**src/rtl/async_filter_pkg.sv**
```systemverilog
// Shared constants for the board input synchroniser bank.
// Holds the synchroniser depth limits, the default debounce count, the board
// channel map, and the board-level reset-value / filter-enable vectors built
// from that map. These vectors are meant for the board top-level
// instantiation; the bank's own parameter defaults are all-zero masks.
package async_filter_pkg;

  localparam int unsigned SYNC_STAGES_MIN  = 2;
  localparam int unsigned SYNC_STAGES_MAX  = 4;
  localparam int unsigned FILT_CNT_DEFAULT = 32;
  localparam int unsigned NUM_CH_DEFAULT   = 24;

  // Board channel indices
  localparam int unsigned CH_RST_BUTTON      = 0;
  localparam int unsigned CH_POWER_BUTTON    = 1;
  localparam int unsigned CH_ATX_PG          = 2;
  localparam int unsigned CH_S0_VTT_PWRGD    = 3;
  localparam int unsigned CH_S0_VDDCR_PG     = 4;
  localparam int unsigned CH_S0_VDDIO_PG     = 5;
  localparam int unsigned CH_S0_MEM_ABCD_PG  = 6;
  localparam int unsigned CH_S0_MEM_EFGH_PG  = 7;
  localparam int unsigned CH_S1_VTT_PWRGD    = 8;
  localparam int unsigned CH_S1_VDDCR_PG     = 9;
  localparam int unsigned CH_S1_VDDIO_PG     = 10;
  localparam int unsigned CH_S1_MEM_ABCD_PG  = 11;
  localparam int unsigned CH_S1_MEM_EFGH_PG  = 12;
  localparam int unsigned CH_BMC_PWR_REQ_N   = 13;
  localparam int unsigned CH_BMC_RST_REQ_N   = 14;
  localparam int unsigned CH_BMC_READY       = 15;
  localparam int unsigned CH_FAN_FAIL_N      = 16;
  localparam int unsigned CH_PSU0_ALERT_N    = 17;
  localparam int unsigned CH_PSU1_ALERT_N    = 18;
  localparam int unsigned CH_S0_THERMTRIP_N  = 19;
  localparam int unsigned CH_S1_THERMTRIP_N  = 20;
  localparam int unsigned CH_S0_PROCHOT_N    = 21;
  localparam int unsigned CH_S0_TS_ALARM     = 22;
  localparam int unsigned CH_S1_TS_ALARM     = 23;

  function automatic logic [NUM_CH_DEFAULT-1:0] ch_bit(input int unsigned idx);
    ch_bit = NUM_CH_DEFAULT'(1) << idx;
  endfunction

  // Active-low board signals idle high, so they reset to 1 to avoid a
  // spurious "asserted" view straight out of reset.
  localparam logic [NUM_CH_DEFAULT-1:0] BOARD_RST_VAL =
      ch_bit(CH_RST_BUTTON)     | ch_bit(CH_POWER_BUTTON)   |
      ch_bit(CH_BMC_PWR_REQ_N)  | ch_bit(CH_BMC_RST_REQ_N)  |
      ch_bit(CH_FAN_FAIL_N)     | ch_bit(CH_PSU0_ALERT_N)   |
      ch_bit(CH_PSU1_ALERT_N)   | ch_bit(CH_S0_THERMTRIP_N) |
      ch_bit(CH_S1_THERMTRIP_N) | ch_bit(CH_S0_PROCHOT_N);

  // Mechanical buttons bounce; the fan tach alarm chatters near threshold.
  localparam logic [NUM_CH_DEFAULT-1:0] BOARD_FILT_EN =
      ch_bit(CH_RST_BUTTON) | ch_bit(CH_POWER_BUTTON) | ch_bit(CH_FAN_FAIL_N);

endpackage

```
**src/rtl/async_filter_ch.sv**
```systemverilog
// One channel of the input bank: synchroniser, optional debounce counter,
// level register and registered rise/fall pulses.
// Ports:
//   i_clk_32k   system clock
//   i_rst       synchronous active-high reset
//   i_async     raw asynchronous input
//   i_hold      freeze level, clear counter, suppress pulses
//   o_level     synchronised / filtered level
//   o_rise      one-cycle pulse on level 0->1
//   o_fall      one-cycle pulse on level 1->0
//   o_change_d  next-cycle value of (o_rise | o_fall), for the bank-wide OR register
module async_filter_ch
  import async_filter_pkg::*;
#(
  parameter int unsigned SYNC_STAGES = 2,
  parameter int unsigned CNT_W       = 8,
  parameter int unsigned FILT_CNT    = FILT_CNT_DEFAULT,
  parameter bit          FILT_EN     = 1'b0,
  parameter bit          RST_VAL     = 1'b0
) (
  input  logic i_clk_32k,
  input  logic i_rst,
  input  logic i_async,
  input  logic i_hold,
  output logic o_level,
  output logic o_rise,
  output logic o_fall,
  output logic o_change_d
);

  if (SYNC_STAGES < SYNC_STAGES_MIN || SYNC_STAGES > SYNC_STAGES_MAX) begin : g_bad_stages
    $error("async_filter_ch: SYNC_STAGES out of range");
  end

  localparam logic [CNT_W-1:0] CntLast = CNT_W'(FILT_CNT - 1);

  logic [SYNC_STAGES-1:0] r_sync;
  logic [CNT_W-1:0]       r_cnt;
  logic [CNT_W-1:0]       w_cnt_d;
  logic                   r_level;
  logic                   w_level_d;
  logic                   r_rise;
  logic                   r_fall;
  logic                   w_rise_d;
  logic                   w_fall_d;
  logic                   w_sync;

  assign w_sync = r_sync[SYNC_STAGES-1];

  always_comb begin
    w_level_d = r_level;
    w_cnt_d   = '0;
    if (!i_hold) begin
      if (!FILT_EN) begin
        w_level_d = w_sync;
      end else if (w_sync != r_level) begin
        // Counter saturates at CntLast: that sample commits the new level.
        if (r_cnt == CntLast) begin
          w_level_d = w_sync;
        end else begin
          w_cnt_d = r_cnt + CNT_W'(1);
        end
      end
    end
    // Hold forces w_level_d == r_level, so pulses vanish without a separate gate.
    w_rise_d = w_level_d & ~r_level;
    w_fall_d = ~w_level_d & r_level;
  end

  always_ff @(posedge i_clk_32k) begin
    if (i_rst) begin
      r_sync  <= {SYNC_STAGES{RST_VAL}};
      r_level <= RST_VAL;
      r_cnt   <= '0;
      r_rise  <= 1'b0;
      r_fall  <= 1'b0;
    end else begin
      // The synchroniser keeps shifting during hold.
      r_sync  <= {r_sync[SYNC_STAGES-2:0], i_async};
      r_level <= w_level_d;
      r_cnt   <= w_cnt_d;
      r_rise  <= w_rise_d;
      r_fall  <= w_fall_d;
    end
  end

  assign o_level    = r_level;
  assign o_rise     = r_rise;
  assign o_fall     = r_fall;
  assign o_change_d = w_rise_d | w_fall_d;

endmodule

```
**src/rtl/async_filter_bank.sv**
```systemverilog
// Bank of NUM_CH asynchronous board inputs brought into the 32 kHz domain,
// each with its own synchroniser, optional debounce and edge pulses.
// Ports:
//   i_clk_32k     system clock (only clock)
//   i_rst         synchronous active-high reset
//   i_async       raw asynchronous inputs
//   i_hold        freeze levels, clear counters, suppress pulses
//   o_level       synchronised (and filtered where enabled) levels
//   o_rise        one-cycle pulses on level 0->1
//   o_fall        one-cycle pulses on level 1->0
//   o_any_change  registered OR of all pulses, aligned with them
module async_filter_bank
  import async_filter_pkg::*;
#(
  parameter int unsigned       NUM_CH      = NUM_CH_DEFAULT,
  parameter int unsigned       SYNC_STAGES = 2,
  parameter int unsigned       CNT_W       = 8,
  parameter int unsigned       FILT_CNT    = FILT_CNT_DEFAULT,
  parameter logic [NUM_CH-1:0] FILT_EN     = {NUM_CH{1'b0}},
  parameter logic [NUM_CH-1:0] RST_VAL     = {NUM_CH{1'b0}}
) (
  input  logic              i_clk_32k,
  input  logic              i_rst,
  input  logic [NUM_CH-1:0] i_async,
  input  logic              i_hold,
  output logic [NUM_CH-1:0] o_level,
  output logic [NUM_CH-1:0] o_rise,
  output logic [NUM_CH-1:0] o_fall,
  output logic              o_any_change
);

  if (NUM_CH < 1 || NUM_CH > 64) begin : g_bad_num_ch
    $error("async_filter_bank: NUM_CH out of range");
  end
  if (FILT_CNT < 1 || FILT_CNT > (2 ** CNT_W) - 1) begin : g_bad_filt_cnt
    $error("async_filter_bank: FILT_CNT out of range for CNT_W");
  end

  logic [NUM_CH-1:0] w_change_d;
  logic              r_any_change;

  for (genvar g = 0; g < NUM_CH; g++) begin : g_ch
    async_filter_ch #(
      .SYNC_STAGES (SYNC_STAGES),
      .CNT_W       (CNT_W),
      .FILT_CNT    (FILT_CNT),
      .FILT_EN     (FILT_EN[g]),
      .RST_VAL     (RST_VAL[g])
    ) u_ch (
      .i_clk_32k  (i_clk_32k),
      .i_rst      (i_rst),
      .i_async    (i_async[g]),
      .i_hold     (i_hold),
      .o_level    (o_level[g]),
      .o_rise     (o_rise[g]),
      .o_fall     (o_fall[g]),
      .o_change_d (w_change_d[g])
    );
  end

  // Registered from the channels' next-state pulses so it lines up with o_rise/o_fall.
  always_ff @(posedge i_clk_32k) begin
    if (i_rst) begin
      r_any_change <= 1'b0;
    end else begin
      r_any_change <= |w_change_d;
    end
  end

  assign o_any_change = r_any_change;

endmodule

```
**config.mk**
```make
export PLATFORM = sky130hd
export DESIGN_NAME = async_filter_bank
export DESIGN_NICKNAME = d
export VERILOG_FILES = /design/src/rtl/async_filter_pkg.sv /design/src/rtl/async_filter_ch.sv /design/src/rtl/async_filter_bank.sv
export SDC_FILE = /design/constraint.sdc
export NUM_CORES = 1
export LEC_CHECK = 0
export ABC_AREA = 1
export CAP_MARGIN = 20
export CORE_MARGIN = 2
export CORE_UTILIZATION = 45
export DETAILED_ROUTE_END_ITERATION = 10
export PLACE_DENSITY = 0.8
export RECOVER_POWER = 100
export SYNTH_ARGS = -nofsm -noshare
export SYNTH_HDL_FRONTEND = slang
export SYNTH_SLANG_ARGS = --single-unit
```
**constraint.sdc**
```tcl
create_clock -name i_clk_32k -period 2.3 [get_ports i_clk_32k]
set_input_delay 0.46 -clock i_clk_32k [delete_from_list [all_inputs] [get_ports i_clk_32k]]
set_output_delay 0.46 -clock i_clk_32k [all_outputs]
set_load 0.005 [all_outputs]
```
==> run summary <==
The run finished with clean final reports. The horizontal extent of the die came out at 110 µm. The number of stages on the worst hold path is 2. The vias after detailed routing came out at 3224. Between clock sinks in the finished design, the worst skew comes to 0.0106 ns. The class of the most critical hold timing path is reg2reg. The worst slack after detailed placement came out at 0.251 ns.

The global-route wire length before repair is 14200 µm. TritonCTS built the clock tree. The post-route cell area came out at 6110 µm². Global routing finished with a remaining overflow of 0. The post-route setup TNS came out at 0 ns. For the worst setup path, the data required time is 1.84 ns. The largest individual stage delay along the critical path comes from the cell dlygate4sd3_1.

STA classifies the critical path startpoint as a register. The initial antenna violation count is 0. By area, the combinational part of the netlist is dominated by buffers and inverters. The number of pins with negative max-slew slack in the final report is 0. The floorplan step defined a core boundary enclosing 10800 µm². The total power per unit cell area is 860 nW/µm². In this run the vertical extent of the chip is 110 µm.

The portion of synthesized cell area occupied by the leading cell type came out at 48.3%. At the end of routability-driven placement, the weighted congestion stood at 0.709. Setup repair after global routing left no endpoint under its margin. The tree is rooted in a clkbuf_8. The worst-case reg-to-reg path depth came out at 9.

The adder and majority cell fraction of the synthesized area is 12.0%. The H-tree level count is 4. The worst setup path is captured at an output port. The number of hold buffers added after CTS is 0. For this configuration, the core starts out at a cell density of 46.3%. The count of mapped cells out of synthesis came out at 590.

The number of routed nets with antenna violations came out at 0. Data on the critical path arrives at its endpoint at 1.48 ns. The critical path buffer and inverter count came out at 1. The per-instance average area after synthesis is 8.50 µm².

The number of warnings reported in the yosys synthesis log is 0. The top achievable clock speed is 0.514 GHz. The TritonCTS sink count is 121. The netlist area before placement came out at 5020 µm². The first-iteration detailed-routing DRC count is 96. The standard-cell row count came out at 38. The number of inserted filler cells in the final layout came out at 969.

After synthesis, the cell types taking the most area are dfxtp_1 (48%), ha_1 (12%), buf_4 (11%), inv_1 (11%), nor2_1 (9.4%). The critical path is of the reg2out type. The total number of nets in the final design came out at 697.

The share of the clock period used by the worst path is 84.5%. The number of different library cells in the post-synthesis netlist is 13. In this run the post-CTS setup repair buffer count came out at 0. 100 I/O pins were placed. The synthesized-area fraction occupied by xor and xnor cells is 0%. The detailed-router iteration count before antenna repair is 5. The number of maximum-capacitance violations came out at 0. The compound-cell area share of the yosys netlist came out at 3.99%. The minimum clock period is 1.94 ns. The pin count of the biggest net entering global routing is 54. The fraction of final layout cells sized beyond drive strength 1 came out at 6.62%. In the routed layout, each cell is associated on average with a via count of 4.17. The cell family contributing the most delay on the critical path is buffers and inverters. Wires add up to 8540 µm.

The source-to-sink clock delay at the later pin of the worst-skew pair is 0.50 ns. The synthesized flop and latch total came out at 121. For the pin with the worst max-slew slack, the measured transition is 0.966 ns. The total clock buffers created by CTS is 17.

The number of hold violations in the final report is 0. The number of global-route vias before repair is 3192. After synthesis, the share of cell area in mux cells is 0%. The placed cell area came out at 5590 µm².

After clock tree synthesis, the clock-pin slew on the worst setup and hold paths is 0.06 ns. In this run the number of cells on the critical path is 1. The signal on the critical path passes through dlygate4sd3_1.

The detailed placer's ending HPWL is 6200 µm. The number of port buffers came out at 99. The global-route usage over all layers is 15.4%. The area growth from synthesis to layout is 21.8%.

The final setup violation count came out at 0. The number of nets produced by synthesis came out at 665. The overall power consumption came out at 5.26 mW. In this run the tightest slew margin relative to its limit is 35.6%.

For this run, design rule violations remaining after detail routing come to 0. Along the worst path, the maximum fanout reaches 3. Sequential cells were found to cover 48.3% of the synthesized design area.

In this design, the stage delay of the slowest critical-path cell is 0.61 ns. Dividing the detail-routed wire length by the instance count gives 11.0 µm. The smallest setup slack after layout is 0.356 ns. The maximum clock path buffer count came out at 2.

The total die area came out at 12000 µm². Gates resized during post-CTS repair numbered 0. The analysis attributes to cell leakage a power of 3.14 nW. The leading area contributor after synthesis is dfxtp_1. 0 antenna diodes ended up in the layout. The fraction of the mapped netlist area in simple logic gates came out at 12.2%. IR analysis of the VDD net gives a maximum drop of 442 µV.
==> stage by stage <==
stage,std cells,hold slack (ns),utilization (%)
after detailed placement,743,0.392,51.6
after global placement,743,0.389,51.6
after CTS,774,0.397,56.9
after global routing,774,0.417,56.4
final,774,0.399,56.4
after floorplan,590,0.388,-
==> worst paths after layout <==
| kind | slack [ns] | to | from |
|---|---|---|---|
| max | 0.36 | o_level[20] | g_ch[20].u_ch.o_level |
| min | 0.40 | g_ch[6].u_ch.r_sync[1] | g_ch[6].u_ch.r_sync[0] |
| max reg2reg | 0.70 | o_any_change | g_ch[0].u_ch.o_level |
| min reg2reg | 0.40 | g_ch[6].u_ch.r_sync[1] | g_ch[6].u_ch.r_sync[0] |
==> flip-flops by register name, summed over array words and instances, names as in the netlist <==
register           cells
g_ch.u_ch.r_sync      48
g_ch.u_ch.o_fall      24
g_ch.u_ch.o_level     24
g_ch.u_ch.o_rise      24
o_any_change           1
==> routing by layer <==
metal / up-vias / GRT usage (%) / share of wire [%]
met1: 1464 / 17.3 / 43
li1: 1672 / - / -
met2: 75 / 26.9 / 50
met4: 0 / 6.24 / 1.3
met5: - / 0 / 0
met3: 13 / 5.10 / 5.6
==> synth_stat cells <==
cell	instances
inv_1	144
nand4_1	2
nor2_1	126
buf_2	11
clkbuf_1	3
o21ai_0	4
a21oi_1	1
o21ai_2	20
dfxtp_1	121
ha_1	48
buf_4	75
nand2_1	34
buf_6	1
==> report_power, final <==
group          internal [mW]  switching (mW)
Combinational          0.221           0.239
Sequential              2.20          0.0400
Clock                   1.69           0.862
==> cell type report <==
cell class | count | area (µm²) | share of cell area, %
Tap cell | 140 | 175 | 2.87
Clock inverter | 8 | 120 | 1.97
Timing Repair Buffer | 103 | 1020 | 16.6
Clock buffer | 23 | 457 | 7.47
Sequential cell | 121 | 2420 | 39.6
Inverter | 144 | 541 | 8.85
Multi-Input combinational cell | 235 | 1380 | 22.6
==> layout by cell type, fill, tap and decap left out, types with 2 or more instances in the layout <==
master and instances:
clkbuf_8 3, nand2_1 34, clkinvlp_4 2, inv_1 144
o21ai_2 11, clkbuf_16 16, clkbuf_2 2, clkbuf_1 6
ha_1 48, nand4_1 2, nor2_1 126, o21ai_0 13
clkinv_2 3, dfxtp_1 121, clkdlybuf4s50_1 24, bufinv_16 3
dlygate4sd3_1 73
==> cell families after synthesis <==
logic type | Yosys count
simple gates | 162
buf+inv | 234
flops | 121
compound gates | 25
fa+ha+maj | 48
Note: power is estimated with default switching activity, not from simulation.
